--- src/rtl/ysyx_22050612_pkg.sv ---
// Shared definitions for the NPC writeback unit:
// FSM state encoding, load funct3 codes and the default datapath width.
package ysyx_22050612_pkg;

    localparam int XLEN_DEF = 64;

    typedef enum logic [1:0] {
        S_IDLE  = 2'd0,
        S_WAIT  = 2'd1,
        S_WRITE = 2'd2
    } wbu_state_e;

    localparam logic [2:0] LB  = 3'd0;
    localparam logic [2:0] LH  = 3'd1;
    localparam logic [2:0] LW  = 3'd2;
    localparam logic [2:0] LD  = 3'd3;
    localparam logic [2:0] LBU = 3'd4;
    localparam logic [2:0] LHU = 3'd5;
    localparam logic [2:0] LWU = 3'd6;

endpackage

--- src/rtl/ysyx_22050612_load_ext.sv ---
// Load formatter: picks the addressed byte/half/word out of an aligned
// doubleword and sign- or zero-extends it; undefined funct3 yields zero.
module ysyx_22050612_load_ext
    import ysyx_22050612_pkg::*;
#(
    parameter int XLEN = XLEN_DEF
) (
    input  logic [2:0]      fmt_i,
    input  logic [2:0]      off_i,
    input  logic [XLEN-1:0] rdata_i,
    output logic [XLEN-1:0] data_o
);

    logic [7:0]  b;
    logic [15:0] h;
    logic [31:0] w;

    // Slice the doubleword at the natural alignment of each access size
    always_comb begin
        b = rdata_i[{off_i, 3'b000} +: 8];
        h = rdata_i[{off_i[2:1], 4'b0000} +: 16];
        w = rdata_i[{off_i[2], 5'b00000} +: 32];
    end

    // Extend the selected slice according to funct3
    always_comb begin
        data_o = '0;
        unique case (fmt_i)
            LB:      data_o = {{(XLEN-8){b[7]}}, b};
            LH:      data_o = {{(XLEN-16){h[15]}}, h};
            LW:      data_o = {{(XLEN-32){w[31]}}, w};
            LD:      data_o = rdata_i;
            LBU:     data_o = {{(XLEN-8){1'b0}}, b};
            LHU:     data_o = {{(XLEN-16){1'b0}}, h};
            LWU:     data_o = {{(XLEN-32){1'b0}}, w};
            default: data_o = '0;
        endcase
    end

endmodule

--- src/rtl/ysyx_22050612_wbu.sv ---
// Writeback unit: retires one instruction per WRITE cycle, waits on LSU data
// for loads and flags RAW hazards against the single in-flight rd.
module ysyx_22050612_wbu
    import ysyx_22050612_pkg::*;
#(
    parameter int XLEN       = 64,
    parameter int ADDR_WIDTH = 5
) (
    input  logic                  clk,
    input  logic                  rst_n,
    input  logic                  ex_valid,
    output logic                  ex_ready,
    input  logic [ADDR_WIDTH-1:0] ex_rd,
    input  logic                  ex_rd_wen,
    input  logic [XLEN-1:0]       ex_result,
    input  logic                  ex_is_load,
    input  logic [2:0]            ex_ld_fmt,
    input  logic                  lsu_rvalid,
    input  logic [XLEN-1:0]       lsu_rdata,
    output logic                  rf_wen,
    output logic [ADDR_WIDTH-1:0] rf_waddr,
    output logic [XLEN-1:0]       rf_wdata,
    output logic                  commit,
    input  logic [ADDR_WIDTH-1:0] id_rs1,
    input  logic [ADDR_WIDTH-1:0] id_rs2,
    output logic                  id_stall
);

    wbu_state_e            state_q, state_d;
    logic [ADDR_WIDTH-1:0] rd_q;
    logic                  rd_wen_q;
    logic [2:0]            fmt_q;
    logic [2:0]            off_q;
    logic                  rf_wen_q, rf_wen_d;
    logic [ADDR_WIDTH-1:0] rf_waddr_q, rf_waddr_d;
    logic [XLEN-1:0]       rf_wdata_q, rf_wdata_d;
    logic                  commit_q, commit_d;
    logic [XLEN-1:0]       ld_val;
    logic                  accept;
    logic                  rd_live;

    ysyx_22050612_load_ext #(.XLEN(XLEN)) u_ext (
        .fmt_i   (fmt_q),
        .off_i   (off_q),
        .rdata_i (lsu_rdata),
        .data_o  (ld_val)
    );

    assign ex_ready = (state_q == S_IDLE) || (state_q == S_WRITE);
    assign accept   = ex_valid && ex_ready;
    assign rd_live  = (state_q != S_IDLE) && rd_wen_q && (rd_q != '0);
    assign id_stall = rd_live && ((id_rs1 == rd_q) || (id_rs2 == rd_q));

    assign rf_wen   = rf_wen_q;
    assign rf_waddr = rf_waddr_q;
    assign rf_wdata = rf_wdata_q;
    assign commit   = commit_q;

    // Next state and the write-port values for the upcoming WRITE cycle
    always_comb begin
        state_d    = state_q;
        rf_wen_d   = 1'b0;
        rf_waddr_d = '0;
        rf_wdata_d = '0;
        commit_d   = 1'b0;
        unique case (state_q)
            S_IDLE, S_WRITE: begin
                if (accept) begin
                    if (ex_is_load) begin
                        state_d = S_WAIT;
                    end else begin
                        state_d    = S_WRITE;
                        commit_d   = 1'b1;
                        rf_wen_d   = ex_rd_wen && (ex_rd != '0);
                        rf_waddr_d = ex_rd;
                        rf_wdata_d = ex_result;
                    end
                end else begin
                    state_d = S_IDLE;
                end
            end
            S_WAIT: begin
                if (lsu_rvalid) begin
                    state_d    = S_WRITE;
                    commit_d   = 1'b1;
                    rf_wen_d   = rd_wen_q && (rd_q != '0);
                    rf_waddr_d = rd_q;
                    rf_wdata_d = ld_val;
                end
            end
            default: state_d = S_IDLE;
        endcase
    end

    // FSM state and registered write port
    always_ff @(posedge clk or negedge rst_n) begin
        if (!rst_n) begin
            state_q    <= S_IDLE;
            rf_wen_q   <= 1'b0;
            rf_waddr_q <= '0;
            rf_wdata_q <= '0;
            commit_q   <= 1'b0;
        end else begin
            state_q    <= state_d;
            rf_wen_q   <= rf_wen_d;
            rf_waddr_q <= rf_waddr_d;
            rf_wdata_q <= rf_wdata_d;
            commit_q   <= commit_d;
        end
    end

    // Capture the accepted instruction's fields for later writeback
    always_ff @(posedge clk or negedge rst_n) begin
        if (!rst_n) begin
            rd_q     <= '0;
            rd_wen_q <= 1'b0;
            fmt_q    <= 3'd0;
            off_q    <= 3'd0;
        end else if (accept) begin
            rd_q     <= ex_rd;
            rd_wen_q <= ex_rd_wen;
            fmt_q    <= ex_ld_fmt;
            off_q    <= ex_result[2:0];
        end
    end

endmodule

--- config.mk ---
export PLATFORM = sky130hd
export DESIGN_NAME = ysyx_22050612_wbu
export DESIGN_NICKNAME = d
export VERILOG_FILES = /design/src/rtl/ysyx_22050612_pkg.sv /design/src/rtl/ysyx_22050612_load_ext.sv /design/src/rtl/ysyx_22050612_wbu.sv
export SDC_FILE = /design/constraint.sdc
export NUM_CORES = 1
export LEC_CHECK = 0
export ABC_AREA = 1
export BUFFER_PORTS_ARGS = -buffer_cell sky130_fd_sc_hd__buf_4
export CAP_MARGIN = 0
export CORE_ASPECT_RATIO = 1.75
export CORE_MARGIN = 4
export CORE_UTILIZATION = 50
export CTS_BUF_LIST = sky130_fd_sc_hd__clkbuf_8
export CTS_CLUSTER_DIAMETER = 50
export CTS_CLUSTER_SIZE = 12
export DETAILED_ROUTE_END_ITERATION = 10
export PLACE_DENSITY = 0.83
export SLEW_MARGIN = 40
export SYNTH_ARGS = -nofsm -noshare
export SYNTH_HDL_FRONTEND = slang
export SYNTH_HIERARCHICAL = 1
export SYNTH_SLANG_ARGS = --single-unit
--- constraint.sdc ---
create_clock -name clk -period 2.4 [get_ports clk]
set_clock_uncertainty 0.15 [all_clocks]
set_input_delay 0.24 -clock clk [delete_from_list [all_inputs] [get_ports clk]]
set_output_delay 0.24 -clock clk [all_outputs]
set_load 0.05 [all_outputs]
==> results of run 1 <==
==> registers in the layout, summed over array words and instances, names as in the netlist <==
register and cells:
rf_wdata 64, rd_q 5, rf_waddr 5, fmt_q 3, off_q 3, state_q 2, commit 1, rd_wen_q 1
rf_wen 1
==> per-stage QoR <==
stage | hold WS (ns) | instances | worst slack [ns]
after floorplan | -0.206 | 702 | 0.526
after global placement | 0.0126 | 1023 | 0.158
after detailed placement | 0.0220 | 1023 | 0.150
after CTS | 0.00845 | 1109 | 0.132
after global routing | 0.00967 | 1112 | 0.00535
final | 0.0277 | 1112 | 0.0660
==> worst paths after layout <==
path                          start           end  slack, ns
max                        fmt_q[0]  rf_wdata[31]       0.07
min                        ex_rd[1]       rd_q[1]       0.03
max reg2reg                fmt_q[0]  rf_wdata[31]       0.07
min reg2reg                rd_wen_q        rf_wen       0.37
max in group asynchronous     rst_n  rf_wdata[36]       1.28
min in group asynchronous     rst_n      off_q[0]       0.18
==> tightest hold or removal path, cell delays in order <==
cell and delay (ns):
buf_4 0.08, inv_1 0.06, o21ai_1 0.12
==> placed cells by master (no fill, tap or decap), types with 2 or more instances in the layout <==
cell type      synthesis  layout
a21oi_1               16      16
dlygate4sd3_1          0      72
inv_2                  9       9
nand3_1               78      78
nor2_1                50      49
nand2_4                2       2
buf_4                  3     237
o21ai_0               43      43
inv_4                  2       2
nor2_2                 2       3
o21ai_1                7       7
nand2_2                0       2
a22oi_1                7       7
xnor2_1                2       2
dfrtp_1               85      84
clkbuf_8               0       9
clkinv_4               0       2
and2_0                 3       3
nor3_1                 2       2
o211ai_1               6       6
diode_2                0       2
nand2_1              211     209
clkinvlp_4             0       3
a22o_1                64      64
inv_1                 51      51
buf_12                 0       4
o22ai_1                6       6
==> cell type report <==
cell class	instances	area [um^2]
multi-input combinational	508	2580
sequential	85	2130
clock inverter	6	48.8
antenna	2	5.00
timing repair buffer	313	2580
clock buffer	9	124
tap	127	159
inverter	62	238
fill	720	2440
==> kinds of logic after synthesis <==
group | share of synthesized area (%)
mux | 0.190
buf+inv | 10.8
xor+xnor | 0.499
simple gates | 28.0
flops | 40.4
compound gates | 20.1
==> power breakdown <==
| group | internal [W] | switching, W | total, W |
|---|---|---|---|
| registers | 0.00157 | 0.0000898 | 0.00166 |
| clock network | 0.000378 | 0.000572 | 0.000950 |
| logic | 0.000822 | 0.00145 | 0.00227 |
| total | 0.00277 | 0.00211 | 0.00488 |
==> synthesized netlist by cell type, drive strengths merged <==
cell and instances:
buf 38, o211ai 6, mux2i 1, nor3 2, nand3b 1, a22oi 7
xnor2 2, nand2 214, inv 62, nor2 52, and2 3, o32ai 1
a21oi 17, or2 1, o21ai 50, nand4 1, a22o 64, dfrtp 85
nand3 78, o22ai 6, xor2 1, clkbuf 9, o21a 1
==> metal layers <==
metal  part of all wire (%)  wire [um]
met1                     32       7380
met2                     50      11600
met3                    9.9       2300
met4                    8.2       1910
met5                      0          0
==> what timing repair did <==
item                       4_1_cts  5_1_grt
hold endpoints to repair        96        1
hold buffers                    71        1
resized for setup                0        2
setup endpoints to repair        0        4
==> flow_summary_export.csv, run 1 <==
group,metric,value,unit
worst_hold_path,holdPathStages,3,
placement,port_buffers,224,
floorplanning,ios,225,
floorplanning,rows,49,
drt,via_per_inst,5.84,
cts,cts_tree,"yes",
pwr,totalPowerFinal,0.00488,W
logic_synthesis,ys_seq_area_share,40.4,%
floorplanning,die_w,85.6,um
final_layout,final_layout_size_suffix_gt1_share,28.3,%
logic_synthesis,yosys.area.top_type,"dfrtp_1",
critical_path,critPathTopFamily,"compound AO/OA/AOI/OAI gates",
sta,grt_setup_unrepaired,"no",
floorplanning,core,0.0103,mm^2
critical_path,path_class,"reg2reg",
placement,place_area,0.00696,mm^2
critical_path,crit_required,2.50,ns
drt,ant_nets,0,
final_layout,finish.instance_area,0.00786,mm^2
drt,firstDrtPassIters,7,
sta,min_period,2.33,ns
critical_path,critPathSlowestCell,"dfrtp_1",
logic_synthesis,ys_ff_latch,85,
final_layout,area_growth,49.3,%
logic_synthesis,syn_nets,854,
worst_hold_path,hold_path.class,"in2reg",
cts,numCtsBuffers,9,
global_route,gr-usage-met1,38.5,%
placement,dp_hpwl,16.3,mm
cts,h-tree-depth,3,
critical_path,max_stage_delay,0.39,ns
global_route,grt_util_met2,64.3,%
logic_synthesis,ys_types,33,
global_route,grtUsageTotal,36.8,%
global_route,grt_pass1_vias,6470,
status,status,"finished, final reports clean",
critical_path,reg2reg_depth,7,
drt,num_vias,6490,
drt,wire_per_inst,20.9,um
sta,finalSetupTns,0,ns
logic_synthesis,ys_warn_count,6,
global_route,grt_pass1_wl,34.4,mm
sta,drv_slew,0,
drt,totalWireLength,23.2,mm
sta,setup_viol,0,
flow_run,cap_violations,0,
global_route,top_usage_layer,"met2",
critical_path,crit_path_frequent_cell,"nand3_1",
logic_synthesis,synthCells,702,
critical_path,startpoint_type,"flop",
critical_path,crit_chain,"buf_4 -> nand3_1 -> inv_2 -> buf_12 -> a21oi_1 -> nand3_1 -> a22o_1",
sta,tightestPinTransition,0.734,ns
drt,post-route-drc-count,0,
cts,clockBufferDepth,2,
floorplanning,dieHeight,144,um
global_route,overflow,0,
critical_path,cp.depth,7,
critical_path,crit_arrival,2.44,ns
critical_path,cp_num_buf_inv,3,
cts,cts.root.buffer_cell,"clkbuf_8",
floorplanning,initial_utilization,51.1,%
drt,drt_iter0_drc,691,
placement,place.gp.congestion,0.973,
logic_synthesis,synth_area_leaders,"dfrtp_1 (40%), nand2_1 (15%), a22o_1 (11%)",
sta,max-slew-margin-rel,51.1,%
sta,fmax,428,MHz
cts,cts_sinks,85,
critical_path,cp_max_fo,36,
pwr,powerDensity,621,mW/mm^2
floorplanning,die_area,0.0123,mm^2
logic_synthesis,synth.top_cell.area_share,40.4,%
final_layout,nets,1131,
logic_synthesis,syn_area,0.00526,mm^2
pwr,leakagePower,4.26,nW
logic_synthesis,syn_avg_cell_area,7.50,um^2
final_layout,fin_util,76.3,%
sta,timing.final.crit_share,97.3,%
global_route,antenna_found_initial,2,
cts,clk_latency,0.35,ns
global_route,grt_max_degree,68,
cts,postCtsSetupBuffers,0,
sta,finalHoldViolCount,0,
global_route,grtUsageMet3,7.29,%
critical_path,endpoint_kind,"flop",
pwr,peakVddDrop,0.334,mV
cts,clk_pin_slew,0.10,ns
(Power assumes the default switching activity.)
==> run 2, diff against run 1 <==
--- a/config.mk
+++ b/config.mk
@@ -13,9 +13,8 @@
 export CORE_UTILIZATION = 50
 export CTS_BUF_LIST = sky130_fd_sc_hd__clkbuf_8
 export CTS_CLUSTER_DIAMETER = 50
-export CTS_CLUSTER_SIZE = 12
 export DETAILED_ROUTE_END_ITERATION = 10
-export PLACE_DENSITY = 0.83
+export PLACE_DENSITY_LB_ADDON = 0.12
 export SLEW_MARGIN = 40
 export SYNTH_ARGS = -nofsm -noshare
 export SYNTH_HDL_FRONTEND = slang
==> run 2 against run 1 <==
Setup slack got worse by 0.019 ns. Sequential power is essentially flat. First-iteration DRC count is 38% higher. Critical path depth down 1. Register-to-register slack got worse by 0.02 ns. Critical endpoint is now rf_wdata[29].
==> flow_summary_export.csv, run 2 (synthesized netlist as in run 1, its figures left out) <==
group,metric,value,unit
sta,finalSetupTns,0,ns
drt,totalWireLength,25.0,mm
placement,dp.cells,1025,
critical_path,crit_required,2.54,ns
sta,grt_setup_unrepaired,"no",
pwr,leakagePower,4.31,nW
placement,dp_hpwl,16.5,mm
final_layout,final_cell_mix,"buf_4 (237), nand2_1 (210), dfrtp_1 (85)",
worst_hold_path,holdPathStages,3,
critical_path,startpoint_type,"flop",
critical_path,cp_num_buf_inv,1,
critical_path,reg2reg_depth,6,
sta,timing.final.crit_share,98.0,%
cts,clockBufferDepth,2,
sta,min_period,2.35,ns
drt,num_vias,6773,
critical_path,cp-endpoint,"rf_wdata[29]",
critical_path,critPathTopFamily,"simple AND/OR/NAND/NOR gates",
cts,clk_latency,0.36,ns
sta,tightestPinTransition,0.647,ns
pwr,powerDensity,654,mW/mm^2
drt,drt_iter0_drc,953,
final_layout,final_common_cell,"buf_4",
floorplanning,ios,225,
worst_hold_path,hold_path.class,"in2reg",
final_layout,largest_reg_flops,64,
final_layout,fillers,701,
global_route,grt_pass1_vias,6784,
critical_path,crit_chain,"inv_1 -> nand2_1 -> nor2_1 -> nand2_1 -> nand3_1 -> a22o_1",
critical_path,cp.depth,6,
sta,drv_slew,0,
final_layout,final_layout_size_suffix_gt1_share,28.2,%
sta,setup_viol,0,
cts,cts_sinks,85,
floorplanning,die_area,0.0123,mm^2
flow_run,cap_violations,0,
pwr,peakVddDrop,0.376,mV
floorplanning,core,0.0103,mm^2
floorplanning,rows,49,
sta,fmax,425,MHz
floorplanning,dieHeight,144,um
drt,post-route-drc-count,0,
status,status,"finished, final reports clean",
critical_path,r2r-start,"fmt_q[1]",
global_route,overflow,0,
drt,firstDrtPassIters,9,
drt,ant_nets,0,
critical_path,critPathSlowestCell,"dfrtp_1",
final_layout,area_growth,50.6,%
global_route,grtUsageTotal,40.1,%
critical_path,crit_arrival,2.49,ns
critical_path,crit_start,"fmt_q[1]",
floorplanning,die_w,85.6,um
cts,h-tree-depth,3,
cts,postCtsSetupBuffers,0,
final_layout,seqCellArea,0.00213,mm^2
placement,port_buffers,224,
critical_path,endpoint_kind,"flop",
drt,via_per_inst,6.08,
critical_path,path_class,"reg2reg",
cts,cts_tree,"yes",
final_layout,layoutNonFillerInstCount,1114,
cts,clk_pin_slew,0.10,ns
critical_path,max_stage_delay,0.46,ns
cts,cts.root.buffer_cell,"clkbuf_8",
critical_path,reg2reg_slack,0.05,ns
final_layout,fin_util,76.9,%
cts,numCtsBuffers,9,
global_route,grt_max_degree,47,
critical_path,crit_path_frequent_cell,"nand2_1",
global_route,grt_pass1_wl,37.5,mm
sta,max-slew-margin-rel,56.7,%
floorplanning,initial_utilization,51.1,%
final_layout,multi_input_area,0.00257,mm^2
global_route,antenna_found_initial,1,
critical_path,cp_max_fo,15,
placement,place.gp.congestion,1.02,
critical_path,reg2reg_to,"rf_wdata[29]",
final_layout,nets,1133,
sta,finalHoldViolCount,0,
drt,wire_per_inst,22.4,um
## run 2: worst reg2reg max path: stages, from the launching register on
cell and delay [ns]:
dfrtp_1 0.46, inv_1 0.13, nand2_1 0.15, nor2_1 0.41
nand2_1 0.44, nand3_1 0.29, a22o_1 0.24
## run 2: worst min-delay path by stage
stage / start / end
finish: ex_rd[2] / rd_q[2]
detailed placement: rst_n / rf_waddr[1]
CTS: ex_rd[2] / rd_q[2]
floorplan: rst_n / commit
global placement: rst_n / rf_waddr[2]
global route: ex_rd[2] / rd_q[2]
## run 2: per-layer routing
layer	GRT usage, %	vias up	routed length (um)
li1	-	2893	-
met1	44.0	3131	7970
met2	67.8	588	12300
met3	7.92	161	2540
met4	29.7	0	2160
met5	0	-	0
## run 2: through the flow
step | setup slack [ns] | cell area (um^2) | hold WS, ns | total power, W
after floorplan | 0.526 | 5260 | -0.206 | 0.00304
after global placement | 0.253 | 6970 | 0.116 | 0.00375
after detailed placement | 0.184 | 6970 | 0.122 | 0.00379
after CTS | 0.145 | 7920 | 0.00466 | 0.00503
after global routing | 0.00667 | 7930 | 0.0320 | 0.00538
final | 0.0470 | 7930 | 0.0211 | 0.00518
## run 2: timing repair
action | CTS | global route
hold endpoints to repair | 115 | 0
hold buffers | 72 | 0
gates resized for setup | 0 | 2
endpoints found under the setup margin | 0 | 32
## run 2: report_power, final
part           internal, W  leakage, nW  switching, W  total, W
Combinational     0.000827         3.07       0.00149   0.00232
Clock             0.000594        0.109      0.000592   0.00119
Sequential         0.00157         1.13      0.000108   0.00168
Total              0.00299         4.31       0.00219   0.00518
## run 2: area by class of cell
cell class / instances / area share [%]
repair buffers: 315 / 32.8
clock inverters: 7 / 1.25
well taps: 127 / 2.01
inverters: 62 / 3.00
flip-flops and latches: 85 / 26.8
clock buffers: 9 / 1.56
multi-input cells: 508 / 32.5
diodes: 1 / 0.0316
==> run 3, diff against run 2 <==
--- a/config.mk
+++ b/config.mk
@@ -7,14 +7,15 @@
 export LEC_CHECK = 0
 export ABC_AREA = 1
 export BUFFER_PORTS_ARGS = -buffer_cell sky130_fd_sc_hd__buf_4
-export CAP_MARGIN = 0
+export CAP_MARGIN = 30
 export CORE_ASPECT_RATIO = 1.75
 export CORE_MARGIN = 4
 export CORE_UTILIZATION = 50
 export CTS_BUF_LIST = sky130_fd_sc_hd__clkbuf_8
 export CTS_CLUSTER_DIAMETER = 50
 export DETAILED_ROUTE_END_ITERATION = 10
-export PLACE_DENSITY_LB_ADDON = 0.12
+export PLACE_DENSITY = 0.79
+export RECOVER_POWER = 25
 export SLEW_MARGIN = 40
 export SYNTH_ARGS = -nofsm -noshare
 export SYNTH_HDL_FRONTEND = slang
==> run 3 against run 2 <==
Final area is 1.0% lower. Global-route usage is 0.40 points higher. Core utilization is 0.78 points lower. Die area stayed put. Sequential cell count stayed put. Non-clock buffer count stayed put. Count of clock-buffer cells in the layout is 1 higher. Final cell count hardly changed. First-iteration DRC count is 14% lower. Combinational power hardly changed. Sequential share of layout area is 0.27 points higher. Critical endpoint is now rf_wdata[30]. Largest cell class unchanged.
==> flow_summary_export.csv, run 3 (synthesized netlist as in run 1, its figures left out) <==
group,metric,value,unit
status,status,"finished, final reports clean",
final_layout,fin_util,76.2,%
drt,via_per_inst,6.08,
sta,tightestPinTransition,1.02,ns
pwr,totalPowerFinal,0.00500,W
cts,clk_pin_slew,0.10,ns
sta,fmax,436,MHz
floorplanning,die_w,85.6,um
sta,drv_slew,0,
pwr,switching_share,44.1,%
final_layout,nets,1133,
placement,place_area,0.00698,mm^2
drt,ant_nets,0,
cts,clockBufferDepth,2,
pwr,peakVddDrop,0.407,mV
cts,h-tree-depth,3,
cts,postCtsSetupBuffers,0,
final_layout,largest_reg_flops,64,
drt,dr_wl_met2,12.6,mm
global_route,grt_pass1_vias,6815,
critical_path,crit_arrival,2.41,ns
critical_path,startpoint_type,"flop",
final_layout,area_growth,49.0,%
floorplanning,ios,225,
sta,min_period,2.29,ns
drt,wire_per_inst,22.9,um
global_route,grtUsageTotal,40.5,%
placement,dp_hpwl,18.0,mm
drt,dr_wl_met3,2.61,mm
placement,place.gp.congestion,0.971,
sta,setup_viol,0,
drt,wl_met1,7.93,mm
critical_path,endpoint_kind,"flop",
sta,grt_setup_unrepaired,"no",
sta,timing.final.crit_share,95.5,%
drt,firstDrtPassIters,7,
cts,cts.root.buffer_cell,"clkbuf_8",
final_layout,final_layout_size_suffix_gt1_share,27.6,%
flow_run,cap_violations,0,
final_layout,finish.instance_area,0.00785,mm^2
pwr,pwr-share-comb,46.3,%
worst_hold_path,hold_path.class,"in2reg",
drt,totalWireLength,25.5,mm
critical_path,critPathSlowestCell,"dfrtp_1",
critical_path,path_class,"reg2reg",
pwr,leakagePower,4.25,nW
cts,cts_sinks,85,
floorplanning,dieHeight,144,um
floorplanning,initial_utilization,51.1,%
sta,max-slew-margin-rel,32.1,%
cts,cts_tree,"yes",
pwr,intPower,0.00279,W
global_route,overflow,0,
floorplanning,core,0.0103,mm^2
critical_path,crit_required,2.51,ns
floorplanning,die_area,0.0123,mm^2
drt,drt_iter0_drc,817,
drt,num_vias,6763,
final_layout,final_cell_mix,"buf_4 (231), nand2_1 (210), dfrtp_1 (85)",
critical_path,max_stage_delay,0.45,ns
global_route,grt_pass1_wl,37.3,mm
cts,clk_latency,0.36,ns
cts,numCtsBuffers,9,
pwr,clock_power_share,20.2,%
global_route,grt_max_degree,51,
final_layout,fillers,727,
global_route,antenna_found_initial,0,
sta,finalHoldViolCount,0,
floorplanning,rows,49,
drt,top_layer_used,"met4",
sta,finalSetupTns,0,ns
critical_path,cp_max_fo,36,
critical_path,crit_chain,"inv_1 -> nand3_1 -> inv_2 -> buf_12 -> nand2_1 -> nand2_1 -> inv_1 -> nand3_1 -> a22o_1",
final_layout,final_common_cell,"buf_4",
placement,port_buffers,224,
drt,post-route-drc-count,0,
pwr,p_sw,0.00220,W
final_layout,antenna_cells,0,
pwr,powerDensity,637,mW/mm^2
pwr,seqPwrFrac,33.5,%
run 3: cell count changes in the layout (fill, tap and decap cells not counted), moves of 2 or more:
cell and change:
buf_4 -6, clkbuf_1 +6, buf_6 -2, bufinv_16 -2, o21ai_0 +2, o21ai_1 -2
run 3: final timing paths:
kind | cells after the start | start | end | slack, ns
worst max-delay path | 9 | fmt_q[2] | rf_wdata[30] | 0.11
worst min-delay path | 3 | ex_rd[2] | rd_q[2] | 0.03
worst max register to register | 9 | fmt_q[2] | rf_wdata[30] | 0.11
worst min register to register | 2 | rd_wen_q | rf_wen | 0.37
max in group asynchronous | 3 | rst_n | rf_wdata[51] | 0.33
min in group asynchronous | 2 | rst_n | rf_waddr[1] | 0.42
run 3: power groups by stage:
stage / sequential, W / combinational [W] / clock (W)
2_1_floorplan: 0.00203 / 0.00100 / 0
3_3_place_gp: 0.00169 / 0.00209 / 0
3_5_place_dp: 0.00169 / 0.00213 / 0
4_1_cts: 0.00166 / 0.00224 / 0.000977
5_1_grt: 0.00168 / 0.00244 / 0.00106
6_report: 0.00167 / 0.00231 / 0.00101
run 3: area by class of cell:
cell class	count	area, um^2	area share [%]
inverters	62	238	3.03
multi-input cells	508	2570	32.7
repair buffers	315	2570	32.8
clock buffers	10	138	1.75
clock inverters	6	45.0	0.574
flip-flops and latches	85	2130	27.1
well taps	127	159	2.03
run 3: what timing repair did:
action	4_1_cts	5_1_grt
hold endpoints to repair	112	0
gates resized for setup	0	1
endpoints found under the setup margin	0	1
hold buffers	72	0
run 3: layer usage:
metal	vias to the layer above	global-route usage, %
li1	2893	-
met1	3083	42.3
met2	614	70.2
met3	173	7.75
met4	0	31.5
met5	-	0
run 3: per-stage QoR:
stage,cells,hold slack [ns],worst slack (ns)
detailed placement,1025,0.109,0.196
floorplan,702,-0.206,0.526
global route,1113,0.0421,0.0223
CTS,1113,0.0207,0.177
global placement,1025,0.0961,0.201
finish,1113,0.0336,0.107
run 3: worst max-delay path: cells and delay by family (launching register included):
family	cells	cell delay, ns
AOI/OAI and AO/OA	1	0.31
buffers and inverters	4	0.57
DFF	1	0.45
and+or+nand+nor	4	0.68
